### src/rtl/prgn_rr_scheduler.sv
// -----------------------------------------------------------------------------
// prgn_rr_scheduler
//
// Shares one pseudo-random number generator core among N_REQ requesters using
// round-robin arbitration. A granted requester supplies a 32-bit seed and a
// burst length. The scheduler loads the seed into the core, then issues one
// step per number. Each result is returned tagged with the owner's id. A
// watchdog aborts the burst when the core fails to answer a step in time.
//
// Ports
//   clk, rst        clock; asynchronous active-high reset
//   req_valid       per-requester pending request (held until accepted)
//   req_seed        packed seeds, slice i = [32*i +: 32]
//   req_len         packed burst lengths, slice i = [LEN_W*i +: LEN_W]
//   req_ready       one-hot accept, combinational, only while idle
//   core_load       one-cycle pulse loading core_seed into the core
//   core_seed       seed for the core, valid with core_load (0 otherwise)
//   core_step       one-cycle pulse requesting the next number
//   core_out_valid  core result strobe (only honoured while waiting)
//   core_rand       core result
//   rsp_valid       registered result pulse
//   rsp_id          owner of the current response / error
//   rsp_data        random number (holds when rsp_valid is low)
//   rsp_last        high with the final result of a burst
//   rsp_err         one-cycle pulse: burst aborted by the watchdog
//   busy            scheduler is not idle
// -----------------------------------------------------------------------------
module prgn_rr_scheduler #(
  parameter int N_REQ = 4,
  parameter int LEN_W = 8,
  parameter int TMO   = 64
) (
  input  logic                       clk,
  input  logic                       rst,
  input  logic [N_REQ-1:0]           req_valid,
  input  logic [32*N_REQ-1:0]        req_seed,
  input  logic [LEN_W*N_REQ-1:0]     req_len,
  output logic [N_REQ-1:0]           req_ready,
  output logic                       core_load,
  output logic [31:0]                core_seed,
  output logic                       core_step,
  input  logic                       core_out_valid,
  input  logic [31:0]                core_rand,
  output logic                       rsp_valid,
  output logic [$clog2(N_REQ)-1:0]   rsp_id,
  output logic [31:0]                rsp_data,
  output logic                       rsp_last,
  output logic                       rsp_err,
  output logic                       busy
);

  localparam int ID_W = $clog2(N_REQ);
  localparam int WD_W = $clog2(TMO);

  typedef enum logic [1:0] {IDLE, LOAD, STEP, WAIT} state_t;

  state_t            state_reg, state_next;
  logic [ID_W-1:0]   last_grant_reg, last_grant_next;
  logic [ID_W-1:0]   id_reg, id_next;
  logic [31:0]       seed_reg, seed_next;
  logic [LEN_W-1:0]  remaining_reg, remaining_next;
  logic [WD_W-1:0]   wd_reg, wd_next;

  logic              rsp_valid_reg, rsp_valid_next;
  logic [ID_W-1:0]   rsp_id_reg, rsp_id_next;
  logic [31:0]       rsp_data_reg, rsp_data_next;
  logic              rsp_last_reg, rsp_last_next;
  logic              rsp_err_reg, rsp_err_next;

  // Unpacked views of the packed request buses.
  logic [31:0]       seed_arr [N_REQ];
  logic [LEN_W-1:0]  len_arr  [N_REQ];

  generate
    for (genvar gi = 0; gi < N_REQ; gi++) begin : g_unpack
      assign seed_arr[gi] = req_seed[32*gi +: 32];
      assign len_arr[gi]  = req_len[LEN_W*gi +: LEN_W];
    end
  endgenerate

  // Round-robin search starting one past the previous grant. Scanning offsets
  // 1..N_REQ means the previous winner is considered last.
  logic              grant_hit;
  logic [ID_W-1:0]   grant_idx;
  logic [ID_W-1:0]   cand_id;

  always_comb begin
    grant_hit = 1'b0;
    grant_idx = '0;
    cand_id   = '0;
    for (int k = 1; k <= N_REQ; k++) begin
      cand_id = ID_W'((int'(last_grant_reg) + k) % N_REQ);
      if (!grant_hit && req_valid[cand_id]) begin
        grant_hit = 1'b1;
        grant_idx = cand_id;
      end
    end
  end

  // Ready is suppressed during reset so no request can appear accepted while
  // the block is held in its reset state.
  always_comb begin
    req_ready = '0;
    if (state_reg == IDLE && grant_hit && !rst) begin
      req_ready[grant_idx] = 1'b1;
    end
  end

  logic accept;
  assign accept = |(req_valid & req_ready);

  always_comb begin
    state_next      = state_reg;
    last_grant_next = last_grant_reg;
    id_next         = id_reg;
    seed_next       = seed_reg;
    remaining_next  = remaining_reg;
    wd_next         = wd_reg;
    rsp_valid_next  = 1'b0;
    rsp_last_next   = 1'b0;
    rsp_err_next    = 1'b0;
    rsp_id_next     = rsp_id_reg;
    rsp_data_next   = rsp_data_reg;
    core_load       = 1'b0;
    core_seed       = '0;
    core_step       = 1'b0;

    case (state_reg)
      IDLE: begin
        if (accept) begin
          last_grant_next = grant_idx;
          id_next         = grant_idx;
          seed_next       = seed_arr[grant_idx];
          remaining_next  = len_arr[grant_idx];
          // A zero-length request is consumed without touching the core.
          if (len_arr[grant_idx] != '0) begin
            state_next = LOAD;
          end
        end
      end
      LOAD: begin
        core_load  = 1'b1;
        core_seed  = seed_reg;
        state_next = STEP;
      end
      STEP: begin
        core_step  = 1'b1;
        wd_next    = '0;
        state_next = WAIT;
      end
      WAIT: begin
        // A result arriving on the final watchdog cycle still wins.
        if (core_out_valid) begin
          rsp_valid_next = 1'b1;
          rsp_data_next  = core_rand;
          rsp_id_next    = id_reg;
          remaining_next = remaining_reg - LEN_W'(1);
          if (remaining_reg == LEN_W'(1)) begin
            rsp_last_next = 1'b1;
            state_next    = IDLE;
          end else begin
            state_next = STEP;
          end
        end else if (wd_reg == WD_W'(TMO - 1)) begin
          rsp_err_next   = 1'b1;
          rsp_id_next    = id_reg;
          remaining_next = '0;
          state_next     = IDLE;
        end else begin
          wd_next = wd_reg + WD_W'(1);
        end
      end
      default: state_next = IDLE;
    endcase
  end

  always_ff @(posedge clk or posedge rst) begin
    if (rst) begin
      state_reg      <= IDLE;
      last_grant_reg <= ID_W'(N_REQ - 1);
      id_reg         <= '0;
      seed_reg       <= '0;
      remaining_reg  <= '0;
      wd_reg         <= '0;
      rsp_valid_reg  <= 1'b0;
      rsp_id_reg     <= '0;
      rsp_data_reg   <= '0;
      rsp_last_reg   <= 1'b0;
      rsp_err_reg    <= 1'b0;
    end else begin
      state_reg      <= state_next;
      last_grant_reg <= last_grant_next;
      id_reg         <= id_next;
      seed_reg       <= seed_next;
      remaining_reg  <= remaining_next;
      wd_reg         <= wd_next;
      rsp_valid_reg  <= rsp_valid_next;
      rsp_id_reg     <= rsp_id_next;
      rsp_data_reg   <= rsp_data_next;
      rsp_last_reg   <= rsp_last_next;
      rsp_err_reg    <= rsp_err_next;
    end
  end

  assign rsp_valid = rsp_valid_reg;
  assign rsp_id    = rsp_id_reg;
  assign rsp_data  = rsp_data_reg;
  assign rsp_last  = rsp_last_reg;
  assign rsp_err   = rsp_err_reg;
  assign busy      = (state_reg != IDLE);

endmodule

### config.mk
export PLATFORM = sky130hd
export DESIGN_NAME = prgn_rr_scheduler
export DESIGN_NICKNAME = d
export VERILOG_FILES = /design/src/rtl/prgn_rr_scheduler.sv
export SDC_FILE = /design/constraint.sdc
export NUM_CORES = 1
export LEC_CHECK = 0
export CORE_UTILIZATION = 38
export CTS_BUF_LIST = sky130_fd_sc_hd__clkbuf_4 sky130_fd_sc_hd__clkbuf_8
export DETAILED_ROUTE_END_ITERATION = 6
export MAX_ROUTING_LAYER = met4
export PLACE_DENSITY = 0.78
export SLEW_MARGIN = 40
export SYNTH_ARGS = -nofsm -noshare
export SYNTH_HDL_FRONTEND = slang
export SYNTH_SLANG_ARGS = --single-unit
### constraint.sdc
create_clock -name clk -period 5.67 [get_ports clk]
set_input_delay 0.8505 -clock clk [delete_from_list [all_inputs] [get_ports clk]]
set_output_delay 0.8505 -clock clk [all_outputs]
set_load 0.05 [all_outputs]
# Word level (Yosys, flattened, before mapping)
# Index checks and enable logic that the tools add are counted.
# totals
inputBits,199
word_cells,110
out_inout_bits,76
ff_bits,89
# classes
magnitude_cmp,7
n_reduce_logical,23
bitwise,2
add_sub_neg,6
mux,51
n_eq_ne,10
# ops
cell,n
two-way mux 32 bit,3
binary-select mux 32 bit (select 2 bit),1
two-way mux 8 bit,5
two-way mux 2 bit,11
two-way mux 1 bit,19
binary-select mux 8 bit (select 2 bit),1
case mux 8 bit (2 select lines),1
< comparator 2 x 3 -> 1 bit (second input constant),5
two-way mux 6 bit,2
case mux 6 bit (2 select lines),1
AND reduction 3 bit,3
binary-select mux 1 bit (select 2 bit),4
equality test 8 x 1 -> 1 bit (second input constant),1
case mux 2 bit (4 select lines),1
nonzero test 2 bit,4
nonzero test 8 bit,1
subtractor 8 x 1 -> 8 bit (second input constant),1
adder 6 x 1 -> 6 bit (second input constant),1
equality test 6 bit (second input constant),1
logical AND 1 bit,6
!= test 2 bit (second input constant),3
AND reduction 2 bit,3
adder 2 x 1 -> 2 bit (second input constant),2
adder 2 bit (second input constant),2
other kinds (13),17

# Longest topological paths before layout
# Gate-level depths: netlist of the first run.
# depth
depth_word,22
depth_mapped,9
ltp_nobuf,7

# Worst setup path after synthesis of the first run
# No wires, ideal clock.
# synth_timing
path_type,register to output
startpoint,register state_reg[1]
endpoint,output req_ready[3]
n_path_buf,2
stages_incl_launch_ff,8
t_arrival_ns,2.351
required_time_ns,4.819
slack_ns,2.468
path_cell_list,dfrtp_1 > inv_1 > nand2_1 > nor3_2 > buf_2 > buf_4 > nand2_1 > nor2_1
# synth_between
elab_chain_len,4
# synth_lines
element,line_no,text
"start, declared",57,"state_t state_reg, state_next;"
"start signal, assigned",191,state_reg <= state_next;
logical NOT 2 bit,104,if (state_reg == IDLE && grant_hit && !rst) begin
logical AND 1 bit (2 in a row),104,
two-way mux 4 bit,104,
"end, declared",38,"output logic [N_REQ-1:0] req_ready,"
# Every way passes these cells.

# Final worst setup path of the first run
# layout_timing
startpoint,input req_valid[1]
endpoint,output req_ready[3]
# layout_between
elab_chain_len,17
word_cells_on_any_way,30
cone_classes,order compare: 2; mux: 19; reduce/logical: 9
# layout_lines
element,line_no,text
"start, declared",35,"input logic [N_REQ-1:0] req_valid,"
binary-select mux 1 bit (select 2 bit),93,if (!grant_hit && req_valid[cand_id]) begin
two-way mux 1 bit (not written as such),93,
two-way mux 1 bit,93,
logical NOT 1 bit,93,
logical AND 1 bit,93,
two-way mux 1 bit,93,
logical NOT 1 bit,93,
logical AND 1 bit,93,
two-way mux 1 bit,93,
logical NOT 1 bit,93,
logical AND 1 bit,93,
two-way mux 2 bit,93,
< comparator 2 x 3 -> 1 bit (not written as such) / greater-or-equal comparator 2 x 1 -> 1 bit (equally long branches),105,req_ready[grant_idx] = 1'b1;
logical AND 1 bit (not written as such),105,
two-way mux 1 bit (not written as such),105,
demux 1 bit (select 2 bit),105,
two-way mux 4 bit *,104,
# Every way passes the cells marked *; elsewhere a longest branch is shown, timed or not. The select of a mux whose other input is x is not followed.

==> metrics, run 1 <==
CP max stage cell o22a_2; GRT Max-Usage Layer met2; Die Ht about 120 µm; pwr/cell area about 480 mW/mm²; Area Overhead vs Synth 56.7%; Syn Nets 813; Crit. End Element output pin; Worst-Margin Slew just over 700 ps; worst slack at placement around 1600 ps; RSZ-0062 raised after global routing false; status complete, no violations; Total Power just under 4 mW; WL final about 18 mm; core area 0.0134 mm²; ys flop type dfrtp_1; Vias between 5000 and 6000; Pleak between 3 and 4 nW; clock sinks 89; # diodes 0; initial antenna violation count 0; Post-synth EDFFs 0; Yosys warnings 0; Period minus WS final around 4100 ps; IO Port Bufs roughly 270; CTS buffer count 9; Post-CTS Setup Inserts 0; Final Setup Violations 0; root buffer cell clkbuf_8; top cells by area, synth dfrtp_1 (41%), nand2_1 (13%), and3_1 (8.3%); worst hold slack 476 ps; area share of the largest cell type after synthesis between 40 and 50%; WS Path Type in -> out; mean routed wirelength per cell about 17 µm; async set or reset register ratio after synthesis 100%; # hold bufs at CTS 0; # rows 42; post-route ant nets 0; synthesized area per cell ~8.6 µm²; I/O pins approximately 280; GRT Util Overall roughly 26%; Syn Inst Count 611; Worst EP arrival around 3200 ps; Clock Path Buffers 2; gr ovfl total 0; CTS tree built; met3 usage around 4.4%; die area ~0.014 mm²; first-pass GRT wire length 27.9 mm; share of cells above drive strength 1 under 10%; die width roughly 120 µm; normalized max-slew margin roughly half; fin util about three fifths; count leader, synth nand2_1; Resized Gates After CTS 0; CP max stage delay approximately 520 ps; final hold viol count 0; initial core utilization 39.4%; crit path max fanout 40; area leader, netlist dfrtp_1; First-pass DRT Iterations 5; pin count of the biggest net entering global routing 71; setup_tns 0 ps; Hold Path Class reg -> reg; list of most frequent post-synthesis cells nand2_1 (177), dfrtp_1 (87), and3_1 (70); Vias/cell ~5.3; DRC 0; sequential-to-total area share from yosys stat a little over two fifths; CP cell instances clkdlybuf4s50_1, nand2b_1, o22a_2, and2_2, buf_4, nand2_1, nor2_1, buf_4; Layout Skew 10.2 ps; Unique masters post-synth 43; fmax approximately 250 MHz; max-slew violation count 0; initial DRC count 343; CP Data Required Time between 4000 and 5000 ps; CP Launch Type input port; Clk pin slew, worst setup/hold paths roughly 80 ps; Seq cells post-synth 89; GRT met2 Usage approximately two fifths; final net count ~1100; Skew-Pair Late Insertion Delay approximately 340 ps; Final Cycle Share ~72%; CP dominant cell by count buf_4; routing usage on met1 a little under a third; post-DP HPWL roughly 13 mm; mapped cell area ~0.0053 mm²; Max Cap Viol 0; # H-tree levels 3; worst setup margin 1610 ps; R2R Setup Slk about 2800 ps; Worst VDD drop about 0.00038 V; RePlAce Congestion slightly below 1; vias in the first global route roughly 5400
## logic make-up (layout without fill, tap and decap cells)
logic type,count (synthesis),count (layout),share of synthesized area [%]
mux,52,52,10.7
flops,89,89,42.2
fa+ha+maj,3,3,0.711
compound gates,111,111,14.7
buf+inv,56,306,5.45
simple gates,300,300,26.3
## layout make-up
cell class,count,area [µm²]
fillers,1192,5130
repair buffers,282,2810
flip-flops and latches,89,2230
multi-input cells,466,2780
clock inverters,3,40.0
well taps,176,220
inverters,9,36.3
clock buffers,12,159
## stage by stage
stage | cell area (µm²) | instances
3_5_place_dp | 8070 | 1022
4_1_cts | 8270 | 1037
3_3_place_gp | 8050 | 1021
2_1_floorplan | 5280 | 611
6_report | 8270 | 1037
5_1_grt | 8270 | 1037
## worst max-delay path: cells and delay by family
family	cells	cell delay, ps
AOI/OAI and AO/OA	1	520
buffers and inverters	3	1120
and+or+nand+nor	4	720
## power by group
part / internal (mW) / switching [mW] / total (mW)
registers: 0.927 / 0.185 / 1.11
clock network: 0.229 / 0.214 / 0.444
logic: 0.917 / 1.49 / 2.41
total: 2.07 / 1.89 / 3.96
## path summary, 6_finish.rpt
path / startpoint / end / depth (start not counted)
max in group asynchronous: rst / state_reg[0]$_DFFE_PP0P_ / 3
setup reg to reg: state_reg[1]$_DFFE_PP0P_ / remaining_reg[4]$_DFFE_PP0P_ / 7
min in group asynchronous: rst / id_reg[1]$_DFFE_PP0P_ / 2
setup / recovery: req_valid[1] / req_ready[3] / 8
hold / removal: rsp_data[21]$_DFFE_PP0P_ / rsp_data[21]$_DFFE_PP0P_ / 2
hold reg to reg: rsp_data[21]$_DFFE_PP0P_ / rsp_data[21]$_DFFE_PP0P_ / 2
## cells in the final DEF (no fill, tap or decap), types with 2 or more instances in the layout
master	instances
inv_1	6
ha_1	3
and3_1	70
and2_1	2
nand4_1	2
nand2_1	177
a221o_1	6
nand2b_1	5
mux2i_1	18
a31oi_1	33
o31ai_1	3
nand3_1	6
clkbuf_8	11
nor4_1	10
clkinv_2	2
dfrtp_1	86
buf_4	9
nor2_1	18
clkdlybuf4s50_1	272
mux2_2	34
a21oi_1	8
o21ai_0	17
a211oi_1	32
dfstp_2	2
inv_2	2
nor3_4	2
o22a_1	2
nor3_1	2
## metal layers
metal / wire, µm / vias to the layer above
li1: - / 2656
met1: 7480 / 2556
met2: 8570 / 274
met3: 1240 / 49
met4: 736 / 0
met5: 0 / -
No activity file was read; power rests on OpenSTA's default activity.
==> inputs of run 2 (changes only) <==
CORE_UTILIZATION = 37   (was 38)
PLACE_DENSITY = 0.79   (was 0.78)
clock period = 3.5 ns   (was 5.67 ns; I/O delays follow)
==> metrics, run 2 (synthesis gave the netlist of run 1 again) <==
hold path cells 2 (unchanged); Layout Skew 8.95 ps (-1.24 ps); first-pass GRT wire length 27.6 mm (-0.99%); Period minus WS final 3150 ps; RePlAce Congestion 0.935 (-2.9%); initial antenna violation count 3 (+3); vias in the first global route 5272 (-2.8%); # rows 43 (+2.4%); GRT Util Overall 25.2% (-0.53 points); initial core utilization 38.0% (-1.4 points); Crit. End Element output pin; Die Ht 121 µm (+1.3%); gr ovfl total 0 (unchanged); status complete, no violations; clock sinks 89 (unchanged); post-DP HPWL 13.2 mm (-0.61%); setup_tns 0 ps (unchanged); R2R Setup Slk 660 ps (-2160 ps); pin count of the biggest net entering global routing 87 (+23%); worst hold slack 474 ps (-1.79 ps); Clock Path Buffers 2 (unchanged); First-pass DRT Iterations 4 (-1); RSZ-0062 raised after global routing false; Worst EP arrival 2630 ps (-580 ps); Worst Reg-to-Reg Cells 6 (-1); Final Setup Violations 0 (unchanged); DRC 0 (unchanged); Clk pin slew, worst setup/hold paths 80 ps (about the same); IO Port Bufs 274 (unchanged); root buffer cell clkbuf_8; Total Power 6.42 mW (+62%); Critical R2R Launch state_reg[1]$_DFFE_PP0P_; final net count 1062 (+0.28%); Hold Path Class reg -> reg; normalized max-slew margin 48.0% (-3.7 points); CP Data Required Time 2970 ps (-1850 ps); pwr/cell area 770 mW/mm² (+61%); Final Cycle Share about nine tenths; WL final 18.3 mm (+1.4%); die area 0.0148 mm² (+2.7%); die width 121 µm (+1.3%); CP Launch Type flop; Resized Gates After CTS 0 (unchanged); Hold Path Origin rsp_data[16]$_DFFE_PP0P_; WS Path Type reg -> out; worst setup margin 350 ps (-1260 ps); # hold bufs at CTS 0 (unchanged); max-slew violation count 0 (unchanged); CTS buffer count 9 (unchanged); Post-CTS Setup Inserts 0 (unchanged); CTS tree built; Worst-Margin Slew 780 ps (+54.9 ps); I/O pins 275 (unchanged); worst slack at placement 435 ps (-1170 ps); # H-tree levels 3 (unchanged); Worst VDD drop 0.000585 V (+55%); most frequent cells in the layout clkdlybuf4s50_1 (270), nand2_1 (177), dfrtp_1 (87), and3_1 (70), mux2_2 (34); core area 0.0139 mm² (+3.6%); Area Overhead vs Synth 57.8%; final hold viol count 0 (unchanged); mean routed wirelength per cell 17.4 µm (+0.37%); Skew-Pair Late Insertion Delay 360 ps (+20 ps); fmax between 300 and 400 MHz; initial DRC count 457 (+33%); Pleak 3.71 nW (+0.67%); Vias 5597 (+1.1%); commonest non-fill, non-tap cell in the layout clkdlybuf4s50_1; share of cells above drive strength 1 9.13% (+0.42 points); Vias/cell 5.34 (about the same); Max Cap Viol 0 (unchanged); critical path launch point state_reg[1]$_DFFE_PP0P_; crit path max fanout 27 (-33%); post-route ant nets 0 (unchanged)
==> run 2: final cells by class <==
| class | count | area [µm²] |
|---|---|---|
| tap | 180 | 225 |
| inverter | 9 | 36.3 |
| clock buffer | 13 | 160 |
| timing repair buffer | 285 | 2880 |
| clock inverter | 3 | 17.5 |
| fill | 1246 | 5550 |
| antenna | 3 | 7.51 |
| sequential | 89 | 2230 |
| multi-input combinational | 466 | 2780 |
==> run 2: path summary, 6_finish.rpt <==
check,to
worst min-delay path,rsp_data[16]$_DFFE_PP0P_
min in group asynchronous,rsp_id[0]$_DFFE_PP0P_
worst max register to register,seed_reg[12]$_DFFE_PP0P_
max in group asynchronous,last_grant_reg[0]$_DFFE_PP1P_
worst min register to register,rsp_data[16]$_DFFE_PP0P_
worst max-delay path,core_seed[17]
==> run 2: worst max-delay path, stage by stage (launching register included) <==
cell             delay, ps
dfrtp_1                410
inv_1                  570
buf_4                  290
and3_1                 160
clkdlybuf4s50_1        830
==> run 2: report_power, final <==
part	total (mW)	leakage (nW)	switching, mW	internal (mW)
sequential	1.76	1.10	0.255	1.50
clock	0.663	0.0937	0.363	0.300
combinational	4.00	2.52	2.48	1.52
total	6.42	3.71	3.10	3.32
==> run 2: routing by layer <==
layer / wire length, µm / up-vias / global-route usage (%)
met5: 0 / - / -
met4: 409 / 0 / 8.80
met3: 1620 / 29 / 7.14
met2: 9070 / 233 / 42.3
met1: 7180 / 2664 / 28.6
li1: - / 2671 / -
==> run 2: through the flow <==
stage          instance area [µm²]  std cells  util [%]
3_3_place_gp                  8150       1029      58.7
4_1_cts                       8320       1045      60.0
3_5_place_dp                  8150       1029      58.7
6_report                      8330       1048      60.0
5_1_grt                       8330       1048      60.0
2_1_floorplan                 5280        611         -
==> inputs of run 3 (changes only) <==
CELL_PAD_IN_SITES_DETAIL_PLACEMENT = 2   (was not set)
CELL_PAD_IN_SITES_GLOBAL_PLACEMENT = 2   (was not set)
CORE_UTILIZATION = 20   (was 37)
PLACE_DENSITY = 0.78   (was 0.79)
==> metrics, run 3 (synthesis gave the netlist of run 1 again) <==
max-slew violation count 0 (unchanged); gr ovfl total 0 (unchanged); GRT Util Overall 17.7% (-7.5 points); final net count 1070 (+0.75%); Sw Ratio 48.9% (+0.56 points); Clock power frac 12.4% (+2.1 points); Worst EP arrival 2430 ps (-200 ps); multi-input logic area 0.00278 mm² (unchanged); RePlAce Congestion 0.830 (-11%); final hold viol count 0 (unchanged); First-pass DRT Iterations 4 (unchanged); Reg power frac 26.2% (-1.2 points); share of cells above drive strength 1 10.1% (+0.95 points); commonest non-fill, non-tap cell in the layout clkdlybuf4s50_1; fmax 338 MHz (+6.6%); # rows 59 (+37%); I/O pins 275 (unchanged); Skew-Pair Late Insertion Delay 380 ps (+20 ps); worst slack at placement 425 ps (-9.96 ps); Final Setup Violations 0 (unchanged); Period minus WS final 2950 ps (-196 ps); Hold Path Class reg -> reg; FF+latch area 0.00223 mm² (unchanged); worst setup margin 545 ps (+196 ps); Max Cap Viol 0 (unchanged); Final Cycle Share 84.4% (-5.6 points); Net Switching 3.32 mW (+7.0%); die width 164 µm (+35%); crit path max fanout 18 (-33%); # fillers 2916 (+130%); RSZ-0062 raised after global routing false; die area 0.0271 mm² (+83%); normalized max-slew margin 55.1% (+7.1 points); Finished Layout Cells 1209 (+15%); Logic pwr share 61.4% (-0.9 points); WS Path Type in -> out; Clock Path Buffers 2 (unchanged); CTS tree built; initial core utilization 20.3% (-18 points); clock sinks 89 (unchanged); Clk pin slew, worst setup/hold paths 90 ps (about the same); Area Overhead vs Synth 63.2%; Pleak 3.76 nW (+1.4%); DRC 0 (unchanged); mean routed wirelength per cell 19.7 µm (+13%); Worst-Margin Slew 673 ps (-106 ps); setup_tns 0 ps (unchanged); Crit. End Element output pin; total placed cells including tap cells 1192 (+16%); vias in the first global route 6334 (+20%); pwr/cell area 788 mW/mm² (+2.3%); core area 0.0260 mm² (+87%); Vias/cell 4.75 (-11%); Total Power 6.79 mW (+5.8%); post-route ant nets 0 (unchanged); CTS buffer count 9 (unchanged); Power Internal 3.47 mW (+4.6%); # H-tree levels 3 (unchanged); Layout Skew 17.4 ps (+8.41 ps); # hold bufs at CTS 0 (unchanged); root buffer cell clkbuf_8; pin count of the biggest net entering global routing 50 (-43%); Die Ht 164 µm (+35%); Vias 5748 (+2.7%); post-DP HPWL 17.5 mm (+32%); most frequent cells in the layout clkdlybuf4s50_1 (269), nand2_1 (177), dfrtp_1 (87), and3_1 (70), mux2_2 (34); first-pass GRT wire length 35.5 mm (+29%); CP Launch Type input port; status complete, no violations; WL final 23.8 mm (+30%); Resized Gates After CTS 0 (unchanged); initial antenna violation count 1 (-2); IO Port Bufs 274 (unchanged); Worst VDD drop 0.000354 V (-39%); initial DRC count 188 (-59%); Post-CTS Setup Inserts 0 (unchanged); CP Data Required Time 2970 ps (about the same)
[run 3: changes by cell type in the layout (fill, tap and decap cells not counted), sizes merged]
cell and change:
buf +9, clkbuf -3, bufinv +2, clkdlybuf4s50 -1, inv +1, diode -2
[run 3: critical path, stage by stage]
cell and delay, ps:
clkdlybuf4s50_1 520, nand2b_1 160, o22a_2 160, and2_2 440, nand2_1 200, nor2_1 240, buf_12 170
[run 3: routing by layer]
layer | wire length [µm] | GRT usage, % | vias up | share of wire (%)
met1 | 9920 | 20.7 | 2824 | 42
met2 | 11300 | 29.5 | 224 | 48
met3 | 2170 | 5.20 | 28 | 9.1
li1 | - | - | 2672 | -
met5 | 0 | - | - | 0
met4 | 382 | 4.80 | 0 | 1.6
[run 3: final timing paths]
check | startpoint | end | slack, ps | depth (start not counted)
min in group asynchronous | rst | seed_reg[24]$_DFFE_PP0P_ | 690 | 2
max in group asynchronous | rst | seed_reg[22]$_DFFE_PP0P_ | 2120 | 3
worst min-delay path | rsp_data[3]$_DFFE_PP0P_ | rsp_data[3]$_DFFE_PP0P_ | 490 | 2
worst max register to register | last_grant_reg[0]$_DFFE_PP1P_ | seed_reg[22]$_DFFE_PP0P_ | 930 | 8
worst max-delay path | req_valid[1] | req_ready[3] | 550 | 7
worst min register to register | rsp_data[3]$_DFFE_PP0P_ | rsp_data[3]$_DFFE_PP0P_ | 490 | 2
[run 3: per-stage QoR]
stage          hold slack (ps)  util [%]  area (µm²)
3_5_place_dp               466      32.3        8380
3_3_place_gp               457      32.3        8380
4_1_cts                    494      33.1        8610
5_1_grt                    512      33.2        8610
6_report                   486      33.2        8610
2_1_floorplan              452         -        5280
[run 3: layout make-up]
type / instances / area share [%]
Multi-Input combinational cell: 466 / 32.2
Clock buffer: 10 / 1.60
Antenna cell: 1 / 0.0290
Sequential cell: 89 / 25.9
Inverter: 9 / 0.421
Timing Repair Buffer: 293 / 33.9
Clock inverter: 6 / 1.05
Tap cell: 335 / 4.87
[run 3: power by group through the flow]
stage	clock network, mW	registers (mW)	logic (mW)
finish	0.843	1.78	4.17
global route	0.919	1.83	4.50
CTS	0.900	1.78	4.24
detailed placement	0	1.80	4.22
global placement	0	1.77	4.13
floorplan	0	2.39	2.10
